--- src/rtl/fm_tx_pkg.sv ---
// rtl/fm_tx_pkg.sv - shared widths, carrier default and FSM states for the FM transmit path
package fm_tx_pkg;

    localparam int DEFAULT_SAMPLE_W = 16;
    localparam int DEFAULT_PINC_W   = 40;

    localparam logic [DEFAULT_PINC_W-1:0] DEFAULT_CARRIER_PINC = 40'h0100000000;

    typedef enum logic [1:0] {
        IDLE,
        PRIME,
        RUN
    } fm_state_e;

endpackage

--- src/rtl/fm_interp.sv ---
// rtl/fm_interp.sv - linear interpolator between successive audio samples, one tick per 2^LOG2_DIV clocks
module fm_interp
    import fm_tx_pkg::*;
#(
    parameter int SAMPLE_W = DEFAULT_SAMPLE_W,
    parameter int LOG2_DIV = 6
) (
    input  logic                                clk,
    input  logic                                reset,
    input  logic                                enable_i,
    input  logic                                prime_i,
    input  logic                                run_i,
    input  logic [SAMPLE_W-1:0]                 s_tdata_i,
    input  logic                                s_tvalid_i,
    output logic                                tick_o,
    output logic                                ready_o,
    output logic                                accept_o,
    output logic signed [SAMPLE_W+LOG2_DIV-1:0] cur_o
);

    localparam int CUR_W = SAMPLE_W + LOG2_DIV;

    logic signed [SAMPLE_W-1:0] target_q, target_d;
    logic signed [CUR_W-1:0]    cur_q, cur_d;
    logic signed [SAMPLE_W:0]   delta_q, delta_d;
    logic [LOG2_DIV-1:0]        cnt_q, cnt_d;
    logic signed [SAMPLE_W-1:0] x;

    assign x        = s_tdata_i;
    assign tick_o   = run_i && (cnt_q == {LOG2_DIV{1'b1}});
    assign ready_o  = !reset && enable_i && (prime_i || tick_o);
    assign accept_o = ready_o && s_tvalid_i;
    assign cur_o    = cur_q;

    always_comb begin
        target_d = target_q;
        cur_d    = cur_q;
        delta_d  = delta_q;
        cnt_d    = cnt_q;
        if (!enable_i) begin
            cur_d   = '0;
            delta_d = '0;
            cnt_d   = '0;
        end else if (prime_i) begin
            if (accept_o) begin
                target_d = x;
                cur_d    = {x, {LOG2_DIV{1'b0}}};
                delta_d  = '0;
                cnt_d    = '0;
            end
        end else if (run_i) begin
            cnt_d = cnt_q + 1'b1;
            if (tick_o) begin
                // Reload from target so rounding in the ramp can never accumulate.
                cur_d = {target_q, {LOG2_DIV{1'b0}}};
                if (accept_o) begin
                    delta_d  = {x[SAMPLE_W-1], x} - {target_q[SAMPLE_W-1], target_q};
                    target_d = x;
                end else begin
                    delta_d = '0;
                end
            end else begin
                cur_d = cur_q + CUR_W'(delta_q);
            end
        end
    end

    always_ff @(posedge clk) begin
        if (reset) begin
            target_q <= '0;
            cur_q    <= '0;
            delta_q  <= '0;
            cnt_q    <= '0;
        end else begin
            target_q <= target_d;
            cur_q    <= cur_d;
            delta_q  <= delta_d;
            cnt_q    <= cnt_d;
        end
    end

endmodule

--- src/rtl/fm_pinc_modulator.sv ---
// rtl/fm_pinc_modulator.sv - audio-driven FM phase-increment generator feeding the DDS
module fm_pinc_modulator
    import fm_tx_pkg::*;
#(
    parameter int                SAMPLE_W     = DEFAULT_SAMPLE_W,
    parameter int                PINC_W       = DEFAULT_PINC_W,
    parameter int                LOG2_DIV     = 6,
    parameter int                DEV_SHIFT    = 8,
    parameter logic [PINC_W-1:0] CARRIER_PINC = DEFAULT_CARRIER_PINC
) (
    input  logic                clk,
    input  logic                reset,
    input  logic                enable,
    input  logic [SAMPLE_W-1:0] s_audio_tdata,
    input  logic                s_audio_tvalid,
    output logic                s_audio_tready,
    output logic [PINC_W-1:0]   m_pinc_tdata,
    output logic                m_pinc_tvalid,
    output logic                underrun,
    output logic [7:0]          underrun_cnt
);

    localparam int CUR_W = SAMPLE_W + LOG2_DIV;

    if (SAMPLE_W + LOG2_DIV + DEV_SHIFT > PINC_W) begin : g_width_check
        $fatal(1, "fm_pinc_modulator: SAMPLE_W+LOG2_DIV+DEV_SHIFT exceeds PINC_W");
    end

    fm_state_e                 state_q;
    logic [PINC_W-1:0]         pinc_q, pinc_d;
    logic                      pvalid_q;
    logic                      underrun_q;
    logic [7:0]                ucnt_q;
    logic                      tick, accept;
    logic signed [CUR_W-1:0]   cur;
    logic signed [PINC_W-1:0]  cur_ext;

    fm_interp #(
        .SAMPLE_W (SAMPLE_W),
        .LOG2_DIV (LOG2_DIV)
    ) u_interp (
        .clk        (clk),
        .reset      (reset),
        .enable_i   (enable),
        .prime_i    (state_q == PRIME),
        .run_i      (state_q == RUN),
        .s_tdata_i  (s_audio_tdata),
        .s_tvalid_i (s_audio_tvalid),
        .tick_o     (tick),
        .ready_o    (s_audio_tready),
        .accept_o   (accept),
        .cur_o      (cur)
    );

    // Deviation wraps modulo 2^PINC_W, matching the DDS phase accumulator.
    assign cur_ext = PINC_W'(cur);
    assign pinc_d  = CARRIER_PINC + (cur_ext << DEV_SHIFT);

    always_ff @(posedge clk) begin
        if (reset) begin
            state_q    <= IDLE;
            pinc_q     <= CARRIER_PINC;
            pvalid_q   <= 1'b0;
            underrun_q <= 1'b0;
            ucnt_q     <= '0;
        end else if (!enable) begin
            state_q  <= IDLE;
            pinc_q   <= CARRIER_PINC;
            pvalid_q <= 1'b0;
        end else begin
            pinc_q   <= CARRIER_PINC;
            pvalid_q <= 1'b0;
            case (state_q)
                IDLE:  state_q <= PRIME;
                PRIME: if (accept) state_q <= RUN;
                RUN: begin
                    pvalid_q <= 1'b1;
                    pinc_q   <= pinc_d;
                    if (tick && !s_audio_tvalid) begin
                        underrun_q <= 1'b1;
                        if (ucnt_q != 8'hFF) ucnt_q <= ucnt_q + 8'd1;
                    end
                end
                default: state_q <= IDLE;
            endcase
        end
    end

    assign m_pinc_tdata  = pinc_q;
    assign m_pinc_tvalid = pvalid_q;
    assign underrun      = underrun_q;
    assign underrun_cnt  = ucnt_q;

endmodule
--- config.mk ---
export PLATFORM = sky130hd
export DESIGN_NAME = fm_pinc_modulator
export DESIGN_NICKNAME = d
export VERILOG_FILES = /design/src/rtl/fm_tx_pkg.sv /design/src/rtl/fm_interp.sv /design/src/rtl/fm_pinc_modulator.sv
export SDC_FILE = /design/constraint.sdc
export NUM_CORES = 1
export LEC_CHECK = 0
export BUFFER_PORTS_ARGS = -buffer_cell sky130_fd_sc_hd__buf_2
export CORE_ASPECT_RATIO = 0.6
export CORE_MARGIN = 2
export CORE_UTILIZATION = 32
export CTS_CLUSTER_DIAMETER = 80
export DETAILED_ROUTE_END_ITERATION = 10
export PLACE_DENSITY = 0.55
export SETUP_SLACK_MARGIN = 0.02
export SYNTH_ARGS = -nofsm -noshare
export SYNTH_HDL_FRONTEND = slang
export SYNTH_SLANG_ARGS = --single-unit
--- constraint.sdc ---
create_clock -name clk -period 4.79 [get_ports clk]
set_input_delay 0.958 -clock clk [delete_from_list [all_inputs] [get_ports clk]]
set_output_delay 0.958 -clock clk [all_outputs]
set_load 0.05 [all_outputs]
# Yosys cells after proc, flatten, opt, wreduce, memory -nomap -nowiden
# Index checks and enable logic that the tools add are counted.
[word_totals]
reg_bits = 113
inputBits = 20
output_inout_bits = 51
elab_cells = 59
[op_classes]
n_addsub = 5
eq_ne = 5
muxes = 19
bitwise = 2
n_reduce_logical = 19
[op_table]
columns = ["op", "n"]
rows = [
  ["$mux W22", 4],
  ["$mux W17", 5],
  ["$mux W16", 4],
  ["$add A34 B30 Y35 const A", 1],
  ["$add A22 B17 Y22", 1],
  ["$mux W6", 3],
  ["$sub A16 B16 Y17", 1],
  ["$reduce_and A3 Y1", 3],
  ["$add A8 B1 Y8 const B", 1],
  ["$ne A8 B8 Y1 const B", 1],
  ["$add A6 B1 Y6 const B", 1],
  ["$eq A6 B6 Y1 const B", 1],
  ["$pmux W2 S3", 1],
  ["$logic_and A1 B1 Y1", 5],
  ["$reduce_and A2 Y1", 2],
  ["$reduce_and A4 Y1", 1],
  ["$reduce_bool A2 Y1", 2],
  ["$reduce_or A3 Y1", 1],
  ["$eq A2 B1 Y1 const B", 1],
  ["$eq A2 B2 Y1 const B", 1],
  ["$logic_not A1 Y1", 2],
  ["$logic_not A2 Y1", 1],
  ["$mux W2", 1],
  ["$ne A2 B2 Y1 const B", 1],
  ["4 further kinds", 5],
]

# Depth between registers and ports, before layout
# Gate-level depths: netlist of the first run.
[logic_depth]
word_depth = 9
depth_mapped = 12
ltp_nobuf = 11

# Cells and area by module
# Synthesis of the first run repeated with hierarchy kept, for this count alone.
[unflattened]
hier_cells = 700
hier_area_um2 = 5894.4
[by_module_without_submodules]
columns = ["mod", "instances", "cells_per_inst", "area_per_inst_um2", "seq_area_each_um2"]
rows = [
  ["fm_interp", 1, 564, 4439.3, 1221.2],
  ["fm_pinc_modulator", 1, 136, 1455.1, 700.7],
]

# Least setup slack after synthesis of the first run
# Ideal clock, no wire load.
[synth_timing]
path_kind = "input to output"
start = "input port reset"
end = "output port s_audio_tready"
t_arrival_ns = 2.292
required_time_ns = 3.832
path_slack_ns = 1.540
path_stages = 5
n_path_buf = 3
cell_sequence = "buf_2 -> nand2b_1 -> buf_6 -> clkbuf_1 -> nor2_1"
[synth_via]
elab_chain_len = 3
[synth_rtl]
columns = ["element", "line_no", "source"]
rows = [
  ["from (decl)", "fm_pinc_modulator.sv:12", "input logic reset,"],
  ["$logic_not A1 Y1", "fm_interp.sv:31", "assign ready_o = !reset && enable_i && (prime_i || tick_o);"],
  ["$logic_and A1 B1 Y1 (2 in series)", "fm_interp.sv:31", ""],
  ["to (decl)", "fm_pinc_modulator.sv:16", "output logic s_audio_tready,"],
]
# No other way between the ends.

# Worst setup path in the final report of the first run
[layout_timing]
start = "register u_interp.cnt_q[0]"
end = "output port s_audio_tready"
[layout_via]
elab_chain_len = 4
[layout_rtl]
columns = ["element", "line_no", "source"]
rows = [
  ["from (decl)", "fm_interp.sv:26", "logic [LOG2_DIV-1:0] cnt_q, cnt_d;"],
  ["from (signal assigned)", "fm_interp.sv:78", "cnt_q <= cnt_d;"],
  ["$eq A6 B6 Y1", "fm_interp.sv:30", "assign tick_o = run_i && (cnt_q == {LOG2_DIV{1'b1}});"],
  ["$logic_and A1 B1 Y1", "fm_interp.sv:30", ""],
  ["$logic_or A1 B1 Y1", "fm_interp.sv:31", ""],
  ["$logic_and A1 B1 Y1", "fm_interp.sv:31", ""],
]
# No other way between the ends.

==> metrics.md, run 1 <==
| Metric | Value |
|---|---|
| Worst hold path type | `reg -> reg` |
| Clock Latency Late Sink | `0.34 ns` |
| Die width | `175.7 um` |
| Setup CP Type | `reg -> out` |
| Post-DP HPWL | `12.68 mm` |
| Placement row count | `37` |
| Starting Density | `32.87%` |
| FF-to-FF Start | `state_q[0]$_SDFFE_PP0P_` |
| Tot Pwr | `1.685 mW` |
| CP required | `3.83 ns` |
| Vias after detailed routing | `4927` |
| Post-route setup TNS | `0 ns` |
| Initial DRC count | `536` |
| WL met1 | `9.847 mm` |
| Final Instance Area | `6320 um^2` |
| Max incr delay on CP | `0.43 ns` |
| Fin crit share | `67.53%` |
| Largest net degree at the start of global routing | `38` |
| Avg WL per Cell | `17.47 um` |
| Cell Chain, Critical Path | `ha_1 -> nand2_1 -> nor3_4 -> nor2_2 -> nor2_1 -> buf_2` |
| Root Driver | `clkbuf_16` |
| Unique masters post-synth | `64` |
| Antenna diodes | `0` |
| Avg Cell Area, Syn | `8.398 um^2` |
| Synth area leaders | `dfxtp_1, ha_1, a21oi_1, nand2_1, nor2_1` |
| Wire length on met3 | `1.315 mm` |
| R2R Setup Slk | `1.81 ns` |
| Layout Skew | `0.01074 ns` |
| Dpl cell area | `6047 um^2` |
| #FFs+latches synth | `96` |
| IO buf count | `55` |
| Post-CTS sizing | `0` |
| I/O pin count | `71` |
| Min Tclk post-route | `3.235 ns` |
| Synth Cell Area | `5660 um^2` |
| Yosys top cell by area | `dfxtp_1` |
| Cell with the most instances after synthesis | `dfxtp_1` |
| Hold Crit Start | `underrun$_SDFFE_PP0P_` |
| Final #Nets | `780` |
| Ys Warns | `0` |
| Height of the die | `107.0 um` |
| Area growth syn-to-layout | `11.65%` |
| CP Launch Point | `u_interp.cnt_q[0]$_SDFFE_PP0P_` |
| Drt first pass iters | `5` |
| CP endpoint kind | `output port` |
| GRT Total Usage | `18.09%` |
| CP Launch Type | `flop` |
| Mapped Cells | `674` |
| Max-slew violations | `0` |
| Hold Crit Endpoint | `underrun$_SDFFE_PP0P_` |
| Hold buffer count at CTS | `0` |
| Worst-path fanout max | `8` |
| Worst r2r dst | `u_interp.delta_q[16]$_SDFFE_PP0P_` |
| Storage element area | `1922 um^2` |
| Core footprint | `17220 um^2` |
| Initial antenna violation count | `1` |
| Vias per cell | `5.159` |
| GP Congestion | `0.8840` |
| DRT Wirelength | `16.69 mm` |
| Peak VDD IR | `161.7 uV` |
| Clock slew seen by the registers of the worst setup and hold paths | `0.07 ns` |
| EDFF count, synth | `0` |
| Seq/Total Area, Yosys | `33.95%` |
| Post-synth top area share | `33.95%` |
| H-tree levels | `3` |
| Layout fillers | `1815` |
| Layout cells sized above 1 | `13.31%` |
| Total CTS buffers | `9` |
| Commonest cells post-synth | `dfxtp_1, nand2_1, a21oi_1, nor2_1, ha_1` |
| Primary FF master, synth | `dfxtp_1` |
| RSZ-0062 raised after global routing | `false` |
| Postcts setup bufs | `0` |
| Worst Reg2Reg Path Length in Cells | `11` |
| Clk sink count | `96` |
| Slew margin rel. | `50.98%` |
| TritonCTS clock tree | `yes` |
| Maximum clock rate | `309.2 MHz` |
| Multi-input logic area | `3392 um^2` |
| Routed wl met2 | `5.356 mm` |
| First-pass GRT wire length | `25.91 mm` |
| Maxcap violations | `0` |
| CP max stage cell | `nor3_4` |
| Highest routed layer | `met4` |
| Status | `complete, no violations` |
| Clock Path Buffers | `2` |
| Depth of the worst hold-timing path | `2` |
| Vias in the first global route | `4318` |
| Fin. Hold Viols | `0` |
| Die Area | `18800 um^2` |
| Total congestion overflow | `0` |
| Final ANT Viol Nets | `0` |
| PD cells | `266.5 nW/um^2` |
| Final Setup Violations | `0` |
| Arrival time worst endpoint | `2.28 ns` |
| Asr flop ratio synth | `0%` |
| Leakage | `2.738 nW` |
| Worst Max-Slew Pin Slew | `0.7345 ns` |
| DRC viols | `0` |
[worst max path at each step]
stage | end | slack, ns
after global placement | u_interp.cur_o[16]$_SDFFE_PP0P_ | 1.55
after CTS | s_audio_tready | 1.56
after detailed placement | u_interp.cur_o[16]$_SDFFE_PP0P_ | 1.48
after floorplan | s_audio_tready | 1.54
final | s_audio_tready | 1.56
after global routing | s_audio_tready | 1.42
[cell type report]
type | count | area share [%]
Multi-Input combinational cell | 517 | 53.67
Clock inverter | 7 | 0.7523
Timing Repair Buffer | 62 | 5.187
Inverter | 30 | 1.782
Tap cell | 234 | 4.633
Sequential cell | 96 | 30.41
Clock buffer | 9 | 3.564
[flip-flops by register name (all words and copies together), names as in the netlist]
signal	count
underrun	1
m_pinc_tvalid	1
u_interp.target_q	16
underrun_cnt	8
m_pinc_tdata	23
u_interp.delta_q	17
state_q	2
u_interp.cur_o	22
u_interp.cnt_q	6
[critical path, delay by kind of cell (launching register included)]
kind          cells  cell delay, ns
fa+ha+maj         1            0.24
buf+inv           1            0.30
flops             1            0.41
simple gates      4            0.99
[layout by cell type, fill, tap and decap left out, types with 3 or more instances in the layout]
cell / n
nand2_1: 74
o31a_1: 3
a21o_1: 19
a311oi_1: 5
a21oi_1: 65
or3_1: 8
a22o_1: 12
xor2_1: 20
and2_1: 4
clkinv_2: 3
a22oi_1: 8
a31oi_1: 5
o21a_1: 4
mux2i_1: 3
dfxtp_1: 96
nand4_1: 5
and3_1: 29
xnor2_1: 17
ha_1: 42
o31ai_1: 4
o211ai_1: 7
nor2b_1: 10
buf_2: 55
inv_1: 30
buf_4: 7
a211oi_1: 8
nor2_1: 56
conb_1: 15
o21ai_0: 27
nor3_1: 7
clkbuf_16: 9
nand2b_1: 8
nand3_1: 12
[per-stage QoR]
step           utilization, %  setup slack, ns  cells  hold WS, ns
6_report                36.70            1.555    955       0.4492
5_1_grt                 36.70            1.419    955       0.4649
4_1_cts                 36.70            1.559    955       0.4544
3_5_place_dp            35.11            1.475    939       0.4450
3_3_place_gp            35.11            1.553    939       0.4441
2_1_floorplan               -            1.540    688       0.4292
[where the power goes]
group	internal [mW]	switching (mW)
Sequential	0.803	0.00702
Clock	0.352	0.324
Combinational	0.0588	0.139
Total	1.21	0.470
[per-layer routing]
metal	GRT usage, %	vias up
li1	-	2458
met1	32.27	2270
met2	19.88	186
met3	3.794	13
met4	3.542	0
met5	0	-
[logic make-up after synthesis]
logic type / after synthesis / share of synthesized area (%)
flops: 96 / 33.95
fa+ha+maj: 44 / 9.991
compound gates: 192 / 23.14
mux: 3 / 0.5305
other cells: 1 / 0.06625
buf+inv: 75 / 7.095
simple gates: 226 / 19.50
xor+xnor: 37 / 5.725
(Power assumes the default switching activity.)
==> run 2: changes to the inputs <==
PLACE_DENSITY = 0.57   (was 0.55)
clock period = 2.67 ns   (was 4.79 ns; I/O delays follow)
==> metrics.md, run 2 (synthesized netlist as in run 1, its figures left out) <==
| Metric | Value |
|---|---|
| Status | `complete, no violations (unchanged)` |
| Vias in the first global route | `4346 (was 4318)` |
| GP Congestion | `0.9212 (was 0.8840)` |
| Total CTS buffers | `9 (unchanged)` |
| Setup CP Type | `reg -> reg (was reg -> out)` |
| Fin crit share | `94.71%` |
| Commonest non-fill, non-tap cells in the layout | `dfxtp_1, nand2_1, a21oi_1 (unchanged)` |
| I/O pin count | `71 (unchanged)` |
| Maxcap violations | `0 (unchanged)` |
| Total congestion overflow | `0 (unchanged)` |
| Vias per cell | `5.158 (was 5.159)` |
| Die width | `175.7 um (unchanged)` |
| Final Setup Violations | `0 (unchanged)` |
| Drt first pass iters | `5 (unchanged)` |
| CP Launch Type | `flop (unchanged)` |
| Core footprint | `17220 um^2 (unchanged)` |
| Peak VDD IR | `402.7 uV (was 161.7 uV)` |
| First-pass GRT wire length | `26.12 mm (was 25.91 mm)` |
| Post-DP HPWL | `13.25 mm (was 12.68 mm)` |
| Final #Nets | `805 (was 780)` |
| GRT Total Usage | `18.27% (was 18.09%)` |
| Layout Skew | `0.008733 ns (was 0.01074 ns)` |
| Area growth syn-to-layout | `16.18% (was 11.65%)` |
| RSZ-0062 raised after global routing | `true (was false)` |
| Worst-path fanout max | `8 (unchanged)` |
| Final core occ | `38.19% (was 36.70%)` |
| Worst hold path type | `reg -> reg (unchanged)` |
| Hold slack | `0.4467 ns (was 0.4492 ns)` |
| Initial DRC count | `505 (was 536)` |
| H-tree levels | `3 (unchanged)` |
| Clock Latency Late Sink | `0.35 ns (was 0.34 ns)` |
| Layout fillers | `1833 (was 1815)` |
| Die Area | `18800 um^2 (unchanged)` |
| Leakage | `2.874 nW (was 2.738 nW)` |
| DRC viols | `0 (unchanged)` |
| Maximum clock rate | `395.5 MHz` |
| Layout cells sized above 1 | `17.43% (was 13.31%)` |
| Avg WL per Cell | `17.42 um (was 17.47 um)` |
| TritonCTS clock tree | `yes (unchanged)` |
| Starting Density | `32.87% (unchanged)` |
| IO buf count | `55 (unchanged)` |
| Antenna diodes | `0 (unchanged)` |
| Slew margin rel. | `62.07% (was 50.98%)` |
| Min Tclk post-route | `2.529 ns` |
| Worst Max-Slew Pin Slew | `0.5641 ns (was 0.7345 ns)` |
| Clock slew seen by the registers of the worst setup and hold paths | `0.07 ns (about the same)` |
| Clk sink count | `96 (unchanged)` |
| Fin. Hold Viols | `0 (unchanged)` |
| Post-route setup TNS | `0 ns (unchanged)` |
| Clock Path Buffers | `2 (unchanged)` |
| CP endpoint kind | `flop (was output port)` |
| Max-slew violations | `0 (unchanged)` |
| Final ANT Viol Nets | `0 (unchanged)` |
| CP required | `2.90 ns (was 3.83 ns)` |
| PD cells | `482.8 nW/um^2 (was 266.5 nW/um^2)` |
| Root Driver | `clkbuf_16 (unchanged)` |
| Max FFs per register | `23 (unchanged)` |
| Vias after detailed routing | `5055 (was 4927)` |
| Initial antenna violation count | `0 (was 1)` |
| Most common cell after layout, fill and taps aside | `dfxtp_1 (unchanged)` |
| DRT Wirelength | `17.08 mm (was 16.69 mm)` |
| Arrival time worst endpoint | `2.76 ns (was 2.28 ns)` |
| Height of the die | `107.0 um (unchanged)` |
| Largest net degree at the start of global routing | `37 (was 38)` |
| Placement row count | `37 (unchanged)` |
[run 2: worst max-delay path, cell delays in order (launching register included)]
cell,delay (ns)
dfxtp_1,0.36
ha_1,0.46
nand3_1,0.12
a21oi_1,0.29
a2111oi_4,0.12
buf_4,0.16
o31ai_1,0.43
xnor2_1,0.12
a211oi_1,0.35
[run 2: report_power, final]
part,total [mW],switching [mW],internal [mW],leakage [nW]
combinational,0.374,0.252,0.122,1.95
clock,1.35,0.593,0.756,0.145
sequential,1.45,0.0110,1.44,0.775
total,3.17,0.856,2.32,2.87
[run 2: cell type report]
class	instances	area (um^2)	share of cell area (%)
flip-flops and latches	96	1926	29.28
multi-input cells	517	3421	52.02
inverters	30	112.6	1.712
repair buffers	87	518.0	7.877
clock buffers	10	239.0	3.634
well taps	234	292.8	4.452
clock inverters	6	67.56	1.027
[run 2: timing repair]
action                     CTS  global route
gates resized for setup      0            13
setup endpoints to repair    0             8
hold buffers                 0             0
setup buffers                0             1
[run 2: routing by layer]
layer | global-route usage, % | share of wire (%) | routed length, um
met1 | 30.93 | 54 | 9173
met2 | 21.82 | 35 | 5939
met3 | 4.716 | 11 | 1868
met4 | 2.834 | 0.55 | 94
met5 | 0 | 0 | 0
[run 2: worst paths after layout]
path,from,to,slack [ns],cells past startpoint
min,underrun$_SDFFE_PP0P_,underrun$_SDFFE_PP0P_,0.45,2
max reg2reg,u_interp.delta_q[7]$_SDFFE_PP0P_,u_interp.cur_o[15]$_SDFFE_PP0P_,0.14,8
min reg2reg,underrun$_SDFFE_PP0P_,underrun$_SDFFE_PP0P_,0.45,2
max,u_interp.delta_q[7]$_SDFFE_PP0P_,u_interp.cur_o[15]$_SDFFE_PP0P_,0.14,8
[run 2: through the flow]
step	area, um^2	worst slack, ns	instances	power (mW)
after global routing	6576	-0.02276	980	3.298
after CTS	6534	0.02150	979	3.195
after global placement	6227	0.04621	963	1.853
after detailed placement	6227	-0.02517	963	1.852
after floorplan	5713	0.2675	688	1.758
final	6576	0.1413	980	3.175
==> run 3: changes to the inputs <==
SYNTH_HIERARCHICAL = 1   (was not set)
==> metrics.md, run 3 <==
| Metric | Value |
|---|---|
| Maxcap violations | `0 (unchanged)` |
| Initial DRC count | `455 (was 505)` |
| Worst r2r dst | `u_interp/cur_o[16]$_SDFFE_PP0P_ (was u_interp.cur_o[15]$_SDFFE_PP0P_)` |
| Vias per cell | `5.053 (was 5.158)` |
| PD cells | `456.6 nW/um^2 (was 482.8 nW/um^2)` |
| Post-synth top area share | `32.60% (was 33.95%)` |
| Worst setup endpoint | `s_audio_tready (was u_interp.cur_o[15]$_SDFFE_PP0P_)` |
| Final ANT Viol Nets | `0 (unchanged)` |
| Avg WL per Cell | `16.32 um (was 17.42 um)` |
| Vias after detailed routing | `5073 (was 5055)` |
| Worst Reg2Reg Path Length in Cells | `10 (was 8)` |
| Adder-cell share of the synthesized area | `8.958% (was 9.991%)` |
| Layout fillers | `1880 (was 1833)` |
| Clk sink count | `96 (unchanged)` |
| Largest net degree at the start of global routing | `32 (was 37)` |
| Slew margin rel. | `48.60% (was 62.07%)` |
| Setup CP Type | `reg -> out (was reg -> reg)` |
| Status | `complete, no violations (unchanged)` |
| Total congestion overflow | `0 (unchanged)` |
| Final Setup Violations | `0 (unchanged)` |
| Starting Density | `32.62% (was 32.87%)` |
| Core footprint | `18070 um^2 (was 17220 um^2)` |
| Post-DP HPWL | `12.58 mm (was 13.25 mm)` |
| Final core occ | `37.34% (was 38.19%)` |
| Main combinational cell family by area after synthesis | `compound AO/OA/AOI/OAI gates (unchanged)` |
| Arrival time worst endpoint | `2.02 ns (was 2.76 ns)` |
| Compound-Gate Fraction of Synth Area | `22.88% (was 23.14%)` |
| Clock Latency Late Sink | `0.35 ns (about the same)` |
| Maximum clock rate | `391.9 MHz (was 395.5 MHz)` |
| Clock slew seen by the registers of the worst setup and hold paths | `0.07 ns (about the same)` |
| Max-slew violations | `0 (unchanged)` |
| TritonCTS clock tree | `yes (unchanged)` |
| Unique masters post-synth | `83 (was 64)` |
| Multi-input logic area | `3643 um^2 (was 3421 um^2)` |
| Dpl cell area | `6430 um^2 (was 6227 um^2)` |
| DRT Wirelength | `16.39 mm (was 17.08 mm)` |
| Max FFs per register | `23 (unchanged)` |
| Hold buffer count at CTS | `0 (unchanged)` |
| First-pass GRT wire length | `25.83 mm (was 26.12 mm)` |
| Synth area leaders | `dfxtp_1, ha_1, nand2_1, a21oi_1, nor2_1 (was dfxtp_1, ha_1, a21oi_1, nand2_1, nor2_1)` |
| Die Area | `19560 um^2 (was 18800 um^2)` |
| H-tree levels | `3 (unchanged)` |
| Root Driver | `clkbuf_16 (unchanged)` |
| Layout Skew | `0.007847 ns (was 0.008733 ns)` |
| CP required | `2.14 ns (was 2.90 ns)` |
| Mapped Cells | `700 (was 674)` |
| Storage element area | `1922 um^2 (was 1926 um^2)` |
| Commonest cells post-synth | `dfxtp_1, nand2_1, nor2_1, a21oi_1, o21ai_0 (was dfxtp_1, nand2_1, a21oi_1, nor2_1, ha_1)` |
| Placement row count | `38 (was 37)` |
| Synth Cell Area | `5894 um^2 (was 5660 um^2)` |
| Avg Cell Area, Syn | `8.421 um^2 (was 8.398 um^2)` |
| Worst hold path type | `in -> reg (was reg -> reg)` |
| EDFF count, synth | `0 (unchanged)` |
| Layout cells sized above 1 | `19.76% (was 17.43%)` |
| Height of the die | `109.1 um (was 107.0 um)` |
| DRC viols | `0 (unchanged)` |
| I/O pin count | `71 (unchanged)` |
| Primary FF master, synth | `dfxtp_1 (unchanged)` |
| CP endpoint kind | `output port (was flop)` |
| Initial antenna violation count | `0 (unchanged)` |
| Commonest non-fill, non-tap cells in the layout | `dfxtp_1, nand2_1, nor2_1 (was dfxtp_1, nand2_1, a21oi_1)` |
| FF-to-FF Start | `u_interp/delta_q[0]$_SDFFE_PP0P_ (was u_interp.delta_q[7]$_SDFFE_PP0P_)` |
| Yosys top cell by area | `dfxtp_1 (unchanged)` |
| R2R Setup Slk | `0.21 ns (was 0.14 ns)` |
| Min Tclk post-route | `2.552 ns (was 2.529 ns)` |
| Cell with the most instances after synthesis | `dfxtp_1 (unchanged)` |
| Fin crit share | `95.57% (was 94.71%)` |
| Tot Pwr | `3.081 mW (was 3.175 mW)` |
| Total CTS buffers | `9 (unchanged)` |
| Drt first pass iters | `6 (was 5)` |
| Clock Path Buffers | `2 (unchanged)` |
| IO buf count | `55 (unchanged)` |
| Multiplexer area fraction after synthesis | `1.274% (was 0.5305%)` |
| Vias in the first global route | `4505 (was 4346)` |
| Area growth syn-to-layout | `14.46% (was 16.18%)` |
| Most common cell after layout, fill and taps aside | `dfxtp_1 (unchanged)` |
| Worst-path fanout max | `10 (was 8)` |
| Fin. Hold Viols | `0 (unchanged)` |
| GP Congestion | `0.9230 (was 0.9212)` |
| Hold slack | `0.4448 ns (was 0.4467 ns)` |
| Asr flop ratio synth | `0% (unchanged)` |
| Peak VDD IR | `315.7 uV (was 402.7 uV)` |
| Leakage | `2.774 nW (was 2.874 nW)` |
| Final Instance Area | `6746 um^2 (was 6576 um^2)` |
| Worst Max-Slew Pin Slew | `0.7682 ns (was 0.5641 ns)` |
| Post-route setup TNS | `0 ns (unchanged)` |
| Ys Warns | `6 (was 0)` |
| Simple-gate share of the synthesized area | `22.56% (was 19.50%)` |
| Die width | `179.2 um (was 175.7 um)` |
| Final #Nets | `820 (was 805)` |
| #FFs+latches synth | `96 (unchanged)` |
| Post-Synth XOR/XNOR Area | `4.903% (was 5.725%)` |
| Antenna diodes | `0 (unchanged)` |
| Seq/Total Area, Yosys | `32.60% (was 33.95%)` |
| GRT Total Usage | `17.41% (was 18.27%)` |
| RSZ-0062 raised after global routing | `true (unchanged)` |
| CP Launch Type | `flop (unchanged)` |
| CP Launch Point | `u_interp/cnt_q[0]$_SDFFE_PP0P_ (was u_interp.delta_q[7]$_SDFFE_PP0P_)` |
## run 3: cell count changes after synthesis, moves of 8 or more
cell / change
a21oi_1: -13
and2_1: +21
xor2_1: -9
nand2_2: +8
and3_1: -26
o21ai_0: +13
nor2_1: +10
a22o_1: -10
a21oi_2: +12
## run 3: how the worst min path moves through the flow
stage                                      start                            endpoint  slack (ns)  cells past startpoint
2_1_floorplan    u_interp/cur_o[21]$_SDFFE_PP0P_         m_pinc_tdata[32]$_SDFF_PP1_        0.39                      1
3_3_place_gp   u_interp/target_q[2]$_SDFFE_PP0P_   u_interp/target_q[2]$_SDFFE_PP0P_        0.45                      2
3_5_place_dp   u_interp/target_q[3]$_SDFFE_PP0P_   u_interp/target_q[3]$_SDFFE_PP0P_        0.45                      2
4_1_cts                        s_audio_tdata[13]  u_interp/target_q[13]$_SDFFE_PP0P_        0.43                      3
5_1_grt                        s_audio_tdata[13]  u_interp/target_q[13]$_SDFFE_PP0P_        0.44                      3
6_report                       s_audio_tdata[14]  u_interp/target_q[14]$_SDFFE_PP0P_        0.44                      3
## run 3: area by class of cell
type | count | share of cell area (%)
inverters | 30 | 1.818
clock inverters | 4 | 0.7975
flip-flops and latches | 96 | 28.49
well taps | 240 | 4.451
clock buffers | 12 | 3.654
repair buffers | 79 | 6.788
multi-input cells | 543 | 54.01
## run 3: logic make-up after synthesis
family / after synthesis
other: 1
adder cells (fa/ha/maj): 41
buffers and inverters: 75
AO/OA/AOI/OAI: 194
flip-flops: 96
multiplexers: 7
XOR/XNOR: 33
AND/OR/NAND/NOR: 253
## run 3: critical path, cell delays in order (launching register included)
cell and delay (ns):
dfxtp_1 0.41, ha_1 0.24, nand2_1 0.05, or3_1 0.37
clkinv_4 0.15, nor2_4 0.06, nor2_8 0.13, clkbuf_4 0.24
## run 3: timing repair
action,CTS,global route
gates resized for setup,0,6
setup endpoints to repair,0,3
setup buffers,0,0
endpoints found under the hold margin,0,0
## run 3: stage by stage
step	instances	setup slack, ns
2_1_floorplan	714	0.1899
3_3_place_gp	988	-0.1015
3_5_place_dp	988	-0.09373
4_1_cts	1004	0.08073
5_1_grt	1004	0.0005116
6_report	1004	0.1182
## run 3: per-layer routing
metal | wire length [um] | GRT usage, % | part of all wire (%)
met5 | 0 | 0 | 0
met4 | 143 | 3.802 | 0.87
met3 | 1321 | 3.591 | 8.1
met2 | 5537 | 20.66 | 34
met1 | 9383 | 29.72 | 57
## run 3: report_power, final
group	leakage [nW]	internal (mW)	switching [mW]
sequential	0.774	1.44	0.00463
combinational	1.86	0.100	0.215
clock	0.139	0.755	0.570
total	2.77	2.29	0.789
